==> config.mk <==
export PLATFORM = sky130hd
export DESIGN_NAME = pipeline_control
export DESIGN_NICKNAME = d
export VERILOG_FILES = /design/src/rtl/cpu_types_pkg.sv /design/src/rtl/pipe_perf_counter.sv /design/src/rtl/pipeline_control.sv
export SDC_FILE = /design/constraint.sdc
export NUM_CORES = 1
export LEC_CHECK = 0
export CAP_MARGIN = 30
export CORE_ASPECT_RATIO = 0.75
export CORE_MARGIN = 2
export CORE_UTILIZATION = 24
export DETAILED_ROUTE_END_ITERATION = 6
export PLACE_DENSITY_LB_ADDON = 0.05
export SKIP_LAST_GASP = 1
export SLEW_MARGIN = 20
export SYNTH_ARGS = -nofsm -noshare
export SYNTH_HDL_FRONTEND = slang
export SYNTH_SLANG_ARGS = --single-unit
==> constraint.sdc <==
create_clock -name CLK -period 1.3 [get_ports CLK]
set_input_delay 0.26 -clock CLK [delete_from_list [all_inputs] [get_ports CLK]]
set_output_delay 0.26 -clock CLK [all_outputs]
set_load 0.005 [all_outputs]
==> src/rtl/cpu_types_pkg.sv <==
// Shared CPU control types: pipeline-control FSM states and the per-stage strobe bundle.
package cpu_types_pkg;

  typedef enum logic [1:0] {
    RUN    = 2'd0,
    DSTALL = 2'd1,
    DRAIN  = 2'd2,
    HALTED = 2'd3
  } pipe_ctrl_state_t;

  typedef struct packed {
    logic pc_en;
    logic ifid_en;
    logic idex_en;
    logic exmem_en;
    logic memwb_en;
    logic ifid_flush;
    logic idex_flush;
    logic exmem_flush;
  } pipe_strobe_t;

endpackage

==> src/rtl/pipe_perf_counter.sv <==
// Saturating event counter: counts one per cycle while inc is high, sticks at all-ones.
module pipe_perf_counter #(
  parameter int CNT_W = 32
) (
  input  logic             clk,
  input  logic             clear,
  input  logic             inc,
  output logic [CNT_W-1:0] count
);

  always_ff @(posedge clk) begin
    if (clear) begin
      count <= '0;
    end else if (inc && !(&count)) begin
      count <= count + {{(CNT_W-1){1'b0}}, 1'b1};
    end
  end

endmodule

==> src/rtl/pipeline_control.sv <==
// Five-stage pipeline sequencer: stage enables/flushes, halt + dcache flush handshake.
// Optional stall/flush perf counters when PIPE_PERF_CNT_EN is defined (ports tied to 0 otherwise).
import cpu_types_pkg::*;

module pipeline_control #(
  parameter int CNT_W = 32
) (
  input  logic             CLK,
  input  logic             RST,
  input  logic             hazard,
  input  logic             branch,
  input  logic             jump,
  input  logic             ihit,
  input  logic             mem_dreq,
  input  logic             dhit,
  input  logic             mem_halt,
  input  logic             flush_done,
  output logic             pc_en,
  output logic             ifid_en,
  output logic             idex_en,
  output logic             exmem_en,
  output logic             memwb_en,
  output logic             ifid_flush,
  output logic             idex_flush,
  output logic             exmem_flush,
  output logic             dflush_req,
  output logic             halt,
  output logic [CNT_W-1:0] stall_cycles,
  output logic [CNT_W-1:0] flush_count
);

  pipe_ctrl_state_t state, state_nxt;
  pipe_strobe_t     str;
  logic             stall_inc, flush_inc, halt_q;

  // Hazard / redirect / normal-fetch rules shared by RUN and the DSTALL release cycle.
  function automatic pipe_strobe_t issue_rules(input logic hz, input logic redir, input logic hit);
    pipe_strobe_t s;
    s = '0;
    if (hz) begin
      s.idex_flush = 1'b1;
      s.exmem_en   = 1'b1;
      s.memwb_en   = 1'b1;
    end else if (redir) begin
      s.pc_en      = 1'b1;
      s.ifid_flush = 1'b1;
      s.idex_en    = 1'b1;
      s.exmem_en   = 1'b1;
      s.memwb_en   = 1'b1;
    end else begin
      s.pc_en      = hit;
      s.ifid_en    = hit;
      s.ifid_flush = !hit;
      s.idex_en    = 1'b1;
      s.exmem_en   = 1'b1;
      s.memwb_en   = 1'b1;
    end
    return s;
  endfunction

  always_comb begin
    str        = '0;
    dflush_req = 1'b0;
    state_nxt  = state;
    stall_inc  = 1'b0;
    flush_inc  = 1'b0;
    if (!RST) begin
      case (state)
        RUN: begin
          if (mem_dreq && !dhit) begin
            state_nxt = DSTALL;
            stall_inc = 1'b1;
          end else if (mem_halt) begin
            str.memwb_en    = 1'b1;
            str.ifid_flush  = 1'b1;
            str.idex_flush  = 1'b1;
            str.exmem_flush = 1'b1;
            state_nxt       = DRAIN;
          end else begin
            str       = issue_rules(hazard, branch | jump, ihit);
            stall_inc = hazard;
            flush_inc = !hazard && (branch || jump);
          end
        end
        DSTALL: begin
          if (!dhit) begin
            stall_inc = 1'b1;
          end else begin
            str       = issue_rules(hazard, branch | jump, ihit);
            stall_inc = hazard;
            flush_inc = !hazard && (branch || jump);
            state_nxt = RUN;
          end
        end
        DRAIN: begin
          dflush_req = !flush_done;
          if (flush_done) state_nxt = HALTED;
        end
        default: ;
      endcase
    end
  end

  always_ff @(posedge CLK) begin
    if (RST) begin
      state  <= RUN;
      halt_q <= 1'b0;
    end else begin
      state  <= state_nxt;
      halt_q <= (state_nxt == HALTED);
    end
  end

  assign {pc_en, ifid_en, idex_en, exmem_en, memwb_en,
          ifid_flush, idex_flush, exmem_flush} = str;
  assign halt = halt_q;

`ifdef PIPE_PERF_CNT_EN
  pipe_perf_counter #(.CNT_W(CNT_W)) u_stall_cnt (
    .clk(CLK), .clear(RST), .inc(stall_inc), .count(stall_cycles)
  );
  pipe_perf_counter #(.CNT_W(CNT_W)) u_flush_cnt (
    .clk(CLK), .clear(RST), .inc(flush_inc), .count(flush_count)
  );
`else
  logic unused_perf;
  assign unused_perf  = stall_inc | flush_inc;
  assign stall_cycles = '0;
  assign flush_count  = '0;
`endif

endmodule

After elaboration in Yosys (flattened, before gate mapping)
Cells that the tools add are included.

Word-level logic and storage cells: 32. Register bits after elaboration: 3. Input bits: 10. Output and inout port bits: 74.

Muxes and demuxes: 21. Bitwise gates (word level): 1. Reductions and logical operators: 5. Equal/unequal tests: 3.

Operators by type and width (count): 8-bit 2-to-1 mux (3); 8-bit one-hot mux with 2 select lines (1); 2-bit 2-to-1 mux (6); 4-bit 2-to-1 mux (2); 1-bit 2-to-1 mux (7); 2-bit one-hot mux with 3 select lines (1); 2-bit == test, second input constant (2); 1-bit zero test (3); 3-bit 2-to-1 mux (1); 2-bit by 1-bit == test with 1-bit output, second input constant (1); 2-bit zero test (1); 1-bit logical AND (1); 1-bit OR (1).

Depth between registers and ports, before layout
Depth in word-level cells: 7. Mapped depth: 3. Mapped depth without buffers: 3.

Worst setup path after synthesis
Ideal clock, no wire load.

Path kind: reg-to-output. Start: register state[1]. End: output port ifid_en. Setup slack: -139 ps. Path buffers: 0. Arrival time: 1179 ps. Data required time: 1040 ps. Stages on the path, launching flop included: 4. Cell sequence: dfxtp_1 > or2_4 > a2111oi_4 > and3_1.

Longest elaborated chain between the ends: 3. Elaborated cells between the ends (all ways): 4. Classes of those cells: eq/ne (1); mux (2); reduce/logical (1).

RTL lines: from (decl) (line pipeline_control.sv:32) `pipe_ctrl_state_t state, state_nxt;`; from (signal assigned) (line pipeline_control.sv:109) `state <= state_nxt;`; 2-bit by 1-bit == test with 1-bit output or 2-bit zero test (tied branches) (line pipeline_control.sv:68) `case (state)`; 8-bit one-hot mux with 2 select lines * (line pipeline_control.sv:68); 8-bit 2-to-1 mux * (line pipeline_control.sv:67) `if (!RST) begin`; to (decl) (line pipeline_control.sv:19) `output logic ifid_en,`.

Every way passes the cells marked *; elsewhere a longest branch is shown, timed or not.

Worst setup path in the final report
Ends and elaborated chain as after synthesis.

==> impl_results.rst <==
.. list-table::
   :header-rows: 1

   * - Metric
     - Value
   * - Run status
     - finished, violations left
   * - Failing checks
     - negative setup slack
   * - Initial cell density of the core
     - 24.95%
   * - Cell area power density
     - 670.2 mW/mm2
   * - Port Buffer Count
     - 19
   * - Clock tree from TritonCTS
     - built
   * - Total count of max-transition violations in the final report
     - 0
   * - Width of the die
     - 67.55 um
   * - Chip height
     - 51.66 um
   * - Clock buffers created by TritonCTS
     - 3
   * - Initial detailed-routing violation count
     - 3
   * - Clock insertion delay at the later pin of the skew report
     - 0.22 ns
   * - Number of antenna violations at the first check in global routing
     - 0
   * - Required time worst endpoint
     - 1.04 ns
   * - Worst clock skew on the final layout
     - 0.003849 ns
   * - Max-cap violations
     - 0
   * - RePlAce Congestion
     - 0.6066
   * - Clock sink count
     - 3
   * - Wire length of the first global-routing pass
     - 1787 um
   * - Count of nets left with antenna violations after detail routing
     - 0
   * - Number of library cell types mapped by synthesis
     - 21
   * - Share of layout cells above drive strength 1
     - 37.04%
   * - Setup repair after global routing missed its margin
     - true
   * - Min-Delay Path Class
     - in2reg
   * - Via count of the first global-routing pass
     - 423
   * - WS Path Type
     - reg2out
   * - Dpl hpwl
     - 1001 um
   * - CTS Hold Buffers Added
     - 0
   * - Minimum clock period after layout
     - 1.757 ns
   * - Longest individual stage delay on the worst path
     - 0.31 ns
   * - Number of iterations in the first detailed-routing pass
     - 2
   * - CP Launch Type
     - flip-flop
   * - Data arrival at the endpoint of the critical path
     - 1.50 ns
   * - Cell Rows
     - 17
   * - Total power draw
     - 0.6591 mW
   * - Primary FF master, synth
     - sky130_fd_sc_hd__dfxtp_1
   * - Register area share after synthesis
     - 8.262%
   * - Leakage power of the design
     - 0.5355 nW
   * - Max clock buf depth
     - 2
   * - Placed cell area
     - 803.3 um2
   * - Total Negative Setup Slacks
     - -2.503 ns
   * - Synth Cell Area
     - 726.9 um2
   * - P&R area growth vs syn
     - 35.28%
   * - Peak fanout along the critical path
     - 2
   * - Average wire length per cell after detail routing
     - 7.353 um
   * - GRT Resource Usage Total
     - 6.764%
   * - Avg Inst Size Synth
     - 7.652 um2
   * - Worst IR Drop VDD
     - 0.3408 mV
   * - Pin count of the biggest net entering global routing
     - 7
   * - Clock edge transition at the registers on the reported setup and hold paths
     - 0.03 ns
   * - Area of the core
     - 0.002914 mm2
   * - Yosys warning total
     - 0
   * - Die area
     - 0.003490 mm2
   * - Antenna Cells
     - 0
   * - Root Buffer Master
     - sky130_fd_sc_hd__clkbuf_8
   * - Number of endpoints with negative hold slack in the final report
     - 0
   * - Detailed-route wire length
     - 1272 um
   * - Total non-filler cell area in the finished layout
     - 983.4 um2
   * - IO Count
     - 84
   * - Number of remaining DRC errors
     - 0
   * - Final number of setup-violating endpoints
     - 9
   * - Number of enable flip-flop cells after synthesis
     - 0
   * - Count of nets after finishing
     - 146
   * - Share of synthesized flip-flops with an asynchronous set or reset
     - 0%
   * - Vias per cell
     - 3.179
   * - Gate Count Post-Synth
     - 95
   * - Seq cells post-synth
     - 3
   * - Worst setup slack for register-to-register paths
     - 0.04 ns
   * - Peak Freq
     - 0.5693 GHz
   * - Count of H-tree levels built during CTS
     - 1
   * - Crit path max-delay cell type
     - sky130_fd_sc_hd__dfxtp_2
   * - Worst-path cell chain
     - or2_4 > a2111oi_4 > buf_4 > and3_4 > buf_6
   * - Final period utilization
     - 135.1%
   * - Vias after detailed routing
     - 550
   * - Total congestion overflow
     - 0
   * - CP endpoint kind
     - output pin
   * - Fin worst setup slack
     - -0.4566 ns
## sequential cells by signal, indices dropped and copies added (netlist names)
register  flops
state         2
halt          1
## layout make-up
cell class,count,area (um2)
Fill cell,313,1931
Multi-Input combinational cell,88,496.7
Timing Repair Buffer,37,312.8
Sequential cell,3,65.06
Tap cell,38,47.55
Clock buffer,4,45.04
Inverter,3,16.27
## final timing paths
kind | start | cells after the start | to
max | state[1] | 5 | ifid_en
min | RST | 3 | state[1]
max reg2reg | state[1] | 5 | halt
min reg2reg | state[0] | 4 | state[1]
## stage by stage
| step | cells | utilization [%] | setup slack [ns] | hold WS (ns) |
|---|---|---|---|---|
| 4_1_cts | 171 | 31.86 | -0.4558 | 0.4956 |
| 3_3_place_gp | 161 | 27.57 | -0.9168 | 0.5646 |
| 6_report | 173 | 33.75 | -0.4566 | 0.5212 |
| 3_5_place_dp | 161 | 27.57 | -0.9429 | 0.5830 |
| 2_1_floorplan | 158 | - | -0.01519 | 0.3253 |
| 5_1_grt | 173 | 33.75 | -0.4987 | 0.5602 |
## critical path, delay by kind of cell, from the launching register on
kind / cells / cell delay, ns
AOI/OAI and AO/OA: 1 / 0.30
and+or+nand+nor: 2 / 0.42
buffers and inverters: 2 / 0.26
DFF: 1 / 0.31
## where the power goes
group | switching, mW | leakage, nW | internal, mW
Clock | 0.0620 | 0.0228 | 0.209
Combinational | 0.140 | 0.487 | 0.140
Sequential | 0.00641 | 0.0257 | 0.101
Total | 0.208 | 0.535 | 0.451
## Yosys cell counts, types with 2 or more instances
library cell                number  area, um2
sky130_fd_sc_hd__a2111oi_0       2      17.52
sky130_fd_sc_hd__a21oi_1         3      15.01
sky130_fd_sc_hd__buf_4          64      480.5
sky130_fd_sc_hd__dfxtp_1         3      60.06
sky130_fd_sc_hd__inv_1           3      11.26
sky130_fd_sc_hd__nor2_1          5      18.77
## layout by cell type, fill, tap and decap left out, types with 2 or more instances in the layout
cell,count
sky130_fd_sc_hd__clkbuf_8,3
sky130_fd_sc_hd__buf_4,14
sky130_fd_sc_hd__or2_4,2
sky130_fd_sc_hd__buf_2,6
sky130_fd_sc_hd__a21oi_2,2
sky130_fd_sc_hd__buf_6,6
sky130_fd_sc_hd__dlygate4sd2_1,4
sky130_fd_sc_hd__nor2_1,3
sky130_fd_sc_hd__conb_1,64
sky130_fd_sc_hd__clkdlybuf4s50_1,4
sky130_fd_sc_hd__a2111oi_4,2
## kinds of logic (layout without fill, tap and decap cells)
kind of cell | after synthesis | after routing | share of synthesized area, %
buf+inv | 67 | 44 | 67.64
simple gates | 13 | 13 | 9.640
compound gates | 11 | 11 | 13.94
flops | 3 | 3 | 8.262
other cells | 1 | 64 | 0.5159
## what timing repair did
action                     in CTS  in global routing
resized for setup              61                 13
buffers inserted                6                  3
pin swaps                       6                  3
setup endpoints to repair      10                  9
## per-layer routing
metal | vias to the layer above | share of wire, % | GRT usage [%]
met1 | 245 | 31 | 6.675
met5 | - | 0 | 0
li1 | 263 | - | -
met2 | 42 | 56 | 13.24
met3 | 0 | 13 | 2.165
met4 | 0 | 0 | 2.041
(Power assumes the default switching activity.)
